===== config.mk =====
export PLATFORM = sky130hd
export DESIGN_NAME = seg_scroll_sequencer
export DESIGN_NICKNAME = d
export VERILOG_FILES = /design/src/rtl/seg_pkg.sv /design/src/rtl/seg_hex_decoder.sv /design/src/rtl/seg_scroll_sequencer.sv
export SDC_FILE = /design/constraint.sdc
export NUM_CORES = 1
export LEC_CHECK = 0
export CAP_MARGIN = 5
export CORE_MARGIN = 10
export CORE_UTILIZATION = 45
export DETAILED_ROUTE_END_ITERATION = 7
export PLACE_DENSITY_LB_ADDON = 0.12
export SLEW_MARGIN = 5
export SYNTH_ARGS = -nofsm -noshare
export SYNTH_HDL_FRONTEND = slang
export SYNTH_HIERARCHICAL = 1
export SYNTH_SLANG_ARGS = --single-unit

===== constraint.sdc =====
create_clock -name io_in -period 3.17 [get_ports io_in]
set_clock_uncertainty 0.05 [all_clocks]
set_input_delay 0.317 -clock io_in [delete_from_list [all_inputs] [get_ports io_in]]
set_output_delay 0.317 -clock io_in [all_outputs]
set_load 0.005 [all_outputs]

===== src/rtl/seg_pkg.sv =====
// rtl/seg_pkg.sv - shared FSM states, buffer depth and segment table for the scroll sequencer
package seg_pkg;

  localparam int unsigned DEPTH = 8;

  typedef enum logic [1:0] {
    ST_IDLE  = 2'd0,
    ST_SHOW  = 2'd1,
    ST_BLANK = 2'd2
  } state_e;

  // Indexed by hex value; bit0 = segment a, bit6 = segment g.
  localparam logic [6:0] SEG_TABLE [16] = '{
    7'h3F, 7'h06, 7'h5B, 7'h4F, 7'h66, 7'h6D, 7'h7D, 7'h07,
    7'h7F, 7'h6F, 7'h77, 7'h7C, 7'h39, 7'h5E, 7'h79, 7'h71
  };

endpackage


===== src/rtl/seg_hex_decoder.sv =====
// rtl/seg_hex_decoder.sv - combinational hex nibble to seven-segment decode
module seg_hex_decoder
  import seg_pkg::*;
(
  input  logic [3:0] hex_i,
  output logic [6:0] seg_o
);

  assign seg_o = SEG_TABLE[hex_i];

endmodule


===== src/rtl/seg_scroll_sequencer.sv =====
// rtl/seg_scroll_sequencer.sv - loads hex nibbles into a small buffer and scrolls them on a 7-seg display
module seg_scroll_sequencer
  import seg_pkg::*;
#(
  parameter int unsigned MAX_COUNT   = 1000,
  parameter int unsigned BLANK_COUNT = 100,
  parameter int unsigned DEPTH       = seg_pkg::DEPTH
) (
  input  logic [7:0] io_in,
  output logic [7:0] io_out
);

  localparam int unsigned CNT_MAX = (MAX_COUNT > BLANK_COUNT) ? MAX_COUNT : BLANK_COUNT;
  localparam int unsigned CNT_W   = $clog2(CNT_MAX);
  localparam int unsigned IDX_W   = $clog2(DEPTH);
  localparam int unsigned LEN_W   = $clog2(DEPTH + 1);

  logic clk;
  logic rst_n;
  assign clk   = io_in[0];
  assign rst_n = io_in[1];

  // {data[3:0], run, wr} synchronized as one bundle so data lines up with its strobe
  logic [5:0] meta_q;
  logic [5:0] sync_q;
  logic       wr_prev_q;
  logic       sync_wr;
  logic       sync_run;
  logic [3:0] sync_data;
  logic       wr_edge;

  assign sync_wr   = sync_q[0];
  assign sync_run  = sync_q[1];
  assign sync_data = sync_q[5:2];
  assign wr_edge   = sync_wr & ~wr_prev_q;

  state_e             state_q, state_d;
  logic [CNT_W-1:0]   cnt_q, cnt_d;
  logic [IDX_W-1:0]   rd_idx_q, rd_idx_d;
  logic [LEN_W-1:0]   len_q, len_d;
  logic [LEN_W-1:0]   wr_ptr_q, wr_ptr_d;
  logic [7:0]         io_out_q, io_out_d;
  logic               buf_we;
  logic [3:0]         buf_q [DEPTH];
  logic [6:0]         seg;
  logic               rd_last;

  assign rd_last = (rd_idx_q == IDX_W'(len_q - LEN_W'(1)));

  always_comb begin
    state_d  = state_q;
    cnt_d    = cnt_q;
    rd_idx_d = rd_idx_q;
    len_d    = len_q;
    wr_ptr_d = wr_ptr_q;
    buf_we   = 1'b0;
    unique case (state_q)
      ST_IDLE: begin
        if (wr_edge) begin
          if (sync_run) begin
            len_d    = '0;
            wr_ptr_d = '0;
          end else if (len_q != LEN_W'(DEPTH)) begin
            buf_we   = 1'b1;
            wr_ptr_d = wr_ptr_q + LEN_W'(1);
            len_d    = len_q + LEN_W'(1);
          end
        end else if (sync_run && (len_q != '0)) begin
          state_d  = ST_SHOW;
          rd_idx_d = '0;
          cnt_d    = '0;
        end
      end
      ST_SHOW: begin
        if (!sync_run) begin
          state_d  = ST_IDLE;
          rd_idx_d = '0;
          cnt_d    = '0;
        end else if (cnt_q == CNT_W'(MAX_COUNT - 1)) begin
          state_d = ST_BLANK;
          cnt_d   = '0;
        end else begin
          cnt_d = cnt_q + CNT_W'(1);
        end
      end
      ST_BLANK: begin
        if (!sync_run) begin
          state_d  = ST_IDLE;
          rd_idx_d = '0;
          cnt_d    = '0;
        end else if (cnt_q == CNT_W'(BLANK_COUNT - 1)) begin
          state_d  = ST_SHOW;
          cnt_d    = '0;
          rd_idx_d = rd_last ? '0 : rd_idx_q + IDX_W'(1);
        end else begin
          cnt_d = cnt_q + CNT_W'(1);
        end
      end
      default: state_d = ST_IDLE;
    endcase
  end

  // Output is decoded from next-state values so the register lines up with the FSM
  seg_hex_decoder u_dec (
    .hex_i (buf_q[rd_idx_d]),
    .seg_o (seg)
  );

  always_comb begin
    io_out_d = 8'h00;
    if (state_d == ST_SHOW) begin
      io_out_d = {(rd_idx_d == '0), seg};
    end
  end

  always_ff @(posedge clk or negedge rst_n) begin
    if (!rst_n) begin
      meta_q    <= '0;
      sync_q    <= '0;
      wr_prev_q <= 1'b0;
      state_q   <= ST_IDLE;
      cnt_q     <= '0;
      rd_idx_q  <= '0;
      len_q     <= '0;
      wr_ptr_q  <= '0;
      io_out_q  <= 8'h00;
    end else begin
      meta_q    <= io_in[7:2];
      sync_q    <= meta_q;
      wr_prev_q <= sync_wr;
      state_q   <= state_d;
      cnt_q     <= cnt_d;
      rd_idx_q  <= rd_idx_d;
      len_q     <= len_d;
      wr_ptr_q  <= wr_ptr_d;
      io_out_q  <= io_out_d;
    end
  end

  // Contents are masked by len, so the storage itself carries no reset
  always_ff @(posedge clk) begin
    if (buf_we) begin
      buf_q[wr_ptr_q[IDX_W-1:0]] <= sync_data;
    end
  end

  assign io_out = io_out_q;

endmodule

## After elaboration in Yosys (flattened, before gate mapping)

Memories as Yosys holds them, arrays and structs flattened.
Index checks and enable logic that the tools add are counted.

- Add/subtract/negate cells: 5
- Bitwise operators: 3
- Eq/ne operators: 9
- Multiplexer cells: 34
- Reductions and logical operators: 8
- $lt $le $gt $ge: 1

Operators by type and width:

| kind | number |
|---|---|
| $mux 10 | 6 |
| $pmux 10 s3 | 1 |
| $mux 3 | 6 |
| $mux 4 | 4 |
| $mux 7 | 2 |
| $mux 2 | 6 |
| $add 10x1->10 const B | 1 |
| $eq 10x10->1 const B | 1 |
| $eq 10x7->1 const B | 1 |
| $pmux 3 s3 | 1 |
| $add 4x1->4 const B | 2 |
| $mux 8 | 1 |
| $mux 1 | 6 |
| $pmux 2 s3 | 1 |
| $reduce_and 3->1 | 2 |
| $ge 5x5->1 const B | 1 |
| $not 4->5 | 1 |
| $eq 2x1->1 const B | 2 |
| $ne 2x2->1 const B | 2 |
| $ne 4x4->1 const B | 1 |
| $reduce_bool 4->1 | 1 |
| $add 3x1->3 const B | 1 |
| $eq 3x3->1 | 1 |
| $logic_not 3->1 | 1 |
| other kinds (8) | 8 |

- Memory bits (read-only): 112
- Memories: 2
- Memory bits (writable): 32
- Bits of input ports: 8
- Logic and storage cells: 71
- Output and inout port bits: 8
- Register bits: 44

Memories:

| memory | depth | bits a word | rd ports | clocked after memory_dff | write ports | line | RTL |
|---|---|---|---|---|---|---|---|
| (no name shown) | 16 | 7 | 1 | 0 | 0 | seg_hex_decoder.sv:9 | `assign seg_o = SEG_TABLE[hex_i];` |
| buf_q | 8 | 4 | 1 | 0 | 1 | seg_scroll_sequencer.sv:44 | `logic [3:0] buf_q [DEPTH];` |

## Longest topological paths before layout

An unclocked memory read counts as a cell.

- Depth in word-level cells: 12
- Depth in mapped cells: 16
- Depth with buffers taken out: 14

## Modules after synthesis

Netlist, hierarchy kept.

Modules (own cells, without submodules):

| module | times used | area an instance (um2) | cells an instance | sequential area each (um2) |
|---|---|---|---|---|
| seg_scroll_sequencer | 1 | 3308.2 | 256 | 2037.0 |
| seg_hex_decoder | 1 | 290.3 | 33 | 0.0 |

## Worst setup path after synthesis

No wires, ideal clock.

- Path kind: reg2reg
- Start point: register len_q[0]
- End point: register io_out_q[3] (netlist: io_out[3])
- Required time: 3001 ps
- Period minus slack after synthesis: 3380 ps
- Arrival time: 3211 ps
- Path buffers: 2
- Setup time: 119 ps
- Cell stages (with the launch flop): 17
- Path slack: -210 ps
- Cells stage by stage: dfrtp_1 > inv_1 > ha_1 > xnor2_1 > xnor2_1 > o31ai_4 > o311ai_2 > buf_6 > buf_12 > mux2i_1 > mux2i_1 > mux2_2 > inv_1 > ha_1 > inv_1 > mux4_1 > and2_1

- Cells in the longest elaborated chain, start to end: 12
- Elaborated cells on any way between the ends: 20
- Those cells by class: add/sub: 1; eq/ne: 2; mux: 12; bitwise: 1; reduce/logical: 2; memory: 2

Ends and longest elaborated chain:

| item | line | RTL |
|---|---|---|
| start, declared | seg_scroll_sequencer.sv:40 | `logic [LEN_W-1:0] len_q, len_d;` |
| start signal, assigned | seg_scroll_sequencer.sv:134 | `len_q <= len_d;` |
| $sub 3x1->3 | seg_scroll_sequencer.sv:48 | `assign rd_last = (rd_idx_q == IDX_W'(len_q - LEN_W'(1)));` |
| $eq 3x3->1 | seg_scroll_sequencer.sv:48 |  |
| $mux 3 | seg_scroll_sequencer.sv:94 | `rd_idx_d = rd_last ? '0 : rd_idx_q + IDX_W'(1);` |
| $mux 3 | seg_scroll_sequencer.sv:91 | `end else if (cnt_q == CNT_W'(BLANK_COUNT - 1)) begin` |
| $mux 3 | seg_scroll_sequencer.sv:87 | `if (!sync_run) begin` |
| $pmux 3 s3 * | seg_scroll_sequencer.sv:57 | `unique case (state_q)` |
| via rd_idx_d[0] | seg_scroll_sequencer.sv:39 | `logic [IDX_W-1:0] rd_idx_q, rd_idx_d;` |
| $mem_v2 8x4 * | n/a |  |
| $not 4->5 (not written as such) * | seg_hex_decoder.sv:9 |  |
| $mem_v2 16x7 * | n/a |  |
| $mux 7 (not written as such) * (2 in a row) | seg_hex_decoder.sv:9 |  |
| via seg[3] | seg_scroll_sequencer.sv:45 | `logic [6:0] seg;` |
| $mux 8 * | seg_scroll_sequencer.sv:111 | `if (state_d == ST_SHOW) begin` |
| via io_out_d[3] | seg_scroll_sequencer.sv:42 | `logic [7:0] io_out_q, io_out_d;` |
| end signal, assigned | seg_scroll_sequencer.sv:136 | `io_out_q <= io_out_d;` |
| end, declared | seg_scroll_sequencer.sv:42 |  |

The timed path passes the listed nets; every way through them passes the cells marked *. The select of a mux whose other input is x is not followed.
A chain may end at the register's enable or synchronous reset.

## Worst setup path after layout

- Start point: register len_q[1]
- End point: register io_out_q[3] (netlist: io_out[3])

- Cells in the longest elaborated chain, start to end: 12
- Elaborated cells on any way between the ends: 20
- Those cells by class: add/sub: 1; eq/ne: 2; mux: 12; bitwise: 1; reduce/logical: 2; memory: 2

Ends and longest elaborated chain:

| item | line |
|---|---|
| $sub 3x1->3 | seg_scroll_sequencer.sv:48 |
| $eq 3x3->1 | seg_scroll_sequencer.sv:48 |
| $mux 3 | seg_scroll_sequencer.sv:94 |
| $mux 3 | seg_scroll_sequencer.sv:91 |
| $mux 3 | seg_scroll_sequencer.sv:87 |
| $pmux 3 s3 * | seg_scroll_sequencer.sv:57 |
| $mem_v2 8x4 * | n/a |
| $not 4->5 (not written as such) * | seg_hex_decoder.sv:9 |
| $mem_v2 16x7 * | n/a |
| $mux 7 (not written as such) * (2 in a row) | seg_hex_decoder.sv:9 |
| via seg[3] | seg_scroll_sequencer.sv:45 |
| $mux 8 * | seg_scroll_sequencer.sv:111 |
| via io_out_d[3] | seg_scroll_sequencer.sv:42 |

Marks and branches as above.

==> flow_metrics.tcl <==
set metrics [dict create \
    status "complete, but fails checks" \
    violations "negative hold slack, negative setup slack" \
    end_kind "register" \
    ctsHoldBuffers 0 \
    leakage_uw 0.00196 \
    start_util_pct 46.3 \
    fp.dieArea_mm2 0.0120 \
    syn_area_mm2 0.00360 \
    cp_data_required_time_ns 3.36 \
    max_freq_ghz 0.311 \
    seq_area_frac_synth_pct 56.6 \
    dp_slack_ns -0.336 \
    hp-class "clk2async" \
    cap_violations 0 \
    grt_antenna_before_repair 0 \
    async_reset_ff_share_pct 57.3 \
    avgRoutedWirePerCell_um 14.9 \
    die_w_um 109 \
    dr.pass1.iters 4 \
    drive_gt1_share_pct 33.2 \
    grt_setup_unrepaired "true" \
    initialDrtViolationCount 121 \
    synth.area.top_cells "dfrtp_1 30%, edfxtp_1 27%, mux2i_1 7.5%" \
    grt_pass1_wl_um 11500 \
    wirelength_um 6990 \
    vias_per_cell 5.07 \
    cts_tree "built" \
    p_per_area_mw_per_mm2 467 \
    synth_top_flop_cell "dfrtp_1" \
    min_period_over_period_pct 101 \
    crit_type "reg2reg" \
    grt_max_degree 17 \
    syn-instance-count 289 \
    die_h_um 109 \
    grt.total_usage_pct 12.8 \
    antenna-diode-count 0 \
    fp.coreArea_mm2 0.00777 \
    synth_top_cell_by_area "dfrtp_1" \
    hold_viol 49 \
    syn-num-nets 313 \
    timing_worst_slew_pin_value_ns 0.524 \
    dp_cells 425 \
    vias 2383 \
    setup_violations 2 \
    final_area_mm2 0.00472 \
    fin_cells 470 \
    portBuffers 8 \
    startpoint_type "register" \
    post-route-drc-count 0 \
    place_area_mm2 0.00410 \
    synth.distinct_cells 51 \
    synth_common_cells "43 x dfrtp_1, 32 x edfxtp_1, 27 x mux2i_1, 19 x inv_1, 16 x ha_1" \
    dp_hpwl_um 4550 \
    grt-ovfl-total 0 \
    row_count 32 \
    postLayoutCoreUtil_pct 60.7 \
    fin_crit_ns 3.21 \
    timing.final.max_slew_violations 0 \
    synth_edf_count 32 \
    ir_worst_vdd_mv 0.387 \
    synth.most_common_cell "dfrtp_1" \
    worstPathArrival_ns 3.40 \
    synth_top_area_share_pct 29.9 \
    grt_pass1_vias 2463 \
    clk_latency_ns 0.34 \
    clkTransAtPathRegs_ns 0.09 \
    gp_congestion 0.756 \
    fin_ws_ns -0.0444 \
    final_nets 384 \
    yosys_warnings 6 \
    syn_to_final_growth_pct 31.1 \
    route.antenna.remaining_nets 0 \
    ioPinCount 16 \
    max-slew-margin-rel_pct 64.9 \
    hold-worst-slack_ns -0.421 \
    syn_avg_cell_area_um2 12.5 \
    ys_seq_elements 75 \
    cp_max_fo 5 \
]
==> placed cells by master (no fill, tap or decap), types with 9 or more instances in the layout <==
master	netlist	routed
ha_1	16	9
inv_1	19	14
clkbuf_8	0	14
buf_6	2	11
mux2i_1	27	25
dfrtp_1	43	43
edfxtp_1	32	32
nor2_1	14	14
buf_4	1	42
nand2_1	15	15
o21ai_0	15	15
==> layout make-up <==
cell class / count / area (µm²)
Timing Repair Buffer: 64 / 584
Clock buffer: 14 / 193
Inverter: 19 / 78.8
Sequential cell: 75 / 2040
Clock inverter: 10 / 104
Fill cell: 628 / 3050
Multi-Input combinational cell: 186 / 1590
Tap cell: 102 / 128
==> routing by layer <==
metal	track usage, %	routed length, µm	vias up
met1	14.3	3170	1141
li1	-	-	1172
met2	17.8	3210	52
met5	0	0	-
met4	9.85	204	0
met3	6.90	403	18
==> registers in the layout, summed over array words and instances (netlist names) <==
signal     flops
wr_ptr_q       3
sync_q         6
state_q        2
buf_q         32
len_q          4
cnt_q         10
io_out         8
rd_idx_q       3
meta_q         6
wr_prev_q      1
==> final timing paths <==
check	start	endpoint	slack, ns	cells after the start
setup / recovery	len_q[1]$_DFFE_PN0P_	io_out[3]$_DFF_PN0_	-0.04	15
min in group io_in	io_in[5]	meta_q[3]$_DFF_PN0_	-0.37	0
setup reg to reg	len_q[1]$_DFFE_PN0P_	io_out[3]$_DFF_PN0_	-0.04	15
hold reg to reg	meta_q[1]$_DFF_PN0_	sync_q[1]$_DFF_PN0_	0.30	0
hold / removal	io_in[1]	io_out[1]$_DFF_PN0_	-0.42	2
max in group asynchronous	io_in[1]	len_q[0]$_DFFE_PN0P_	3.36	2
==> kinds of logic after synthesis <==
kind of cell	share of synthesized area (%)
simple gates	12.2
flops	56.6
compound gates	8.83
mux	10.8
buf+inv	4.00
fa+ha+maj	5.56
xor+xnor	1.95
==> what timing repair did <==
item / in CTS / in global routing
buffers inserted: 8 / 13
setup endpoints to repair: 7 / 7
resized for setup: 10 / 27
gates cloned: 1 / 1
pin swaps: 6 / 8
==> power breakdown <==
part / leakage (µW) / total (µW) / switching, µW / internal, µW
logic: 0.000836 / 0.000836 / 0 / 0
registers: 0.000975 / 1000 / 0 / 1000
clock network: 0.000152 / 1200 / 660 / 539
total: 0.00196 / 2200 / 660 / 1540
==> critical path: stages (launching register included) <==
cell	delay (ns)
dfrtp_1	0.39
inv_2	0.07
ha_4	0.15
buf_6	0.09
inv_2	0.03
o311a_4	0.38
o22a_1	0.21
o311ai_4	0.09
buf_6	0.19
mux2i_1	0.22
mux2i_1	0.09
mux2_4	0.31
inv_4	0.08
ha_4	0.20
mux4_2	0.44
and2_1	0.14
==> through the flow <==
step | power [µW] | TNS (ns)
floorplan | 1030 | -0.0547
global placement | 1030 | -1.32
detailed placement | 1030 | -1.68
CTS | 2270 | -0.0413
global route | 2350 | -0.703
finish | 2200 | -0.0765
Note: power is estimated with default switching activity, not from simulation.
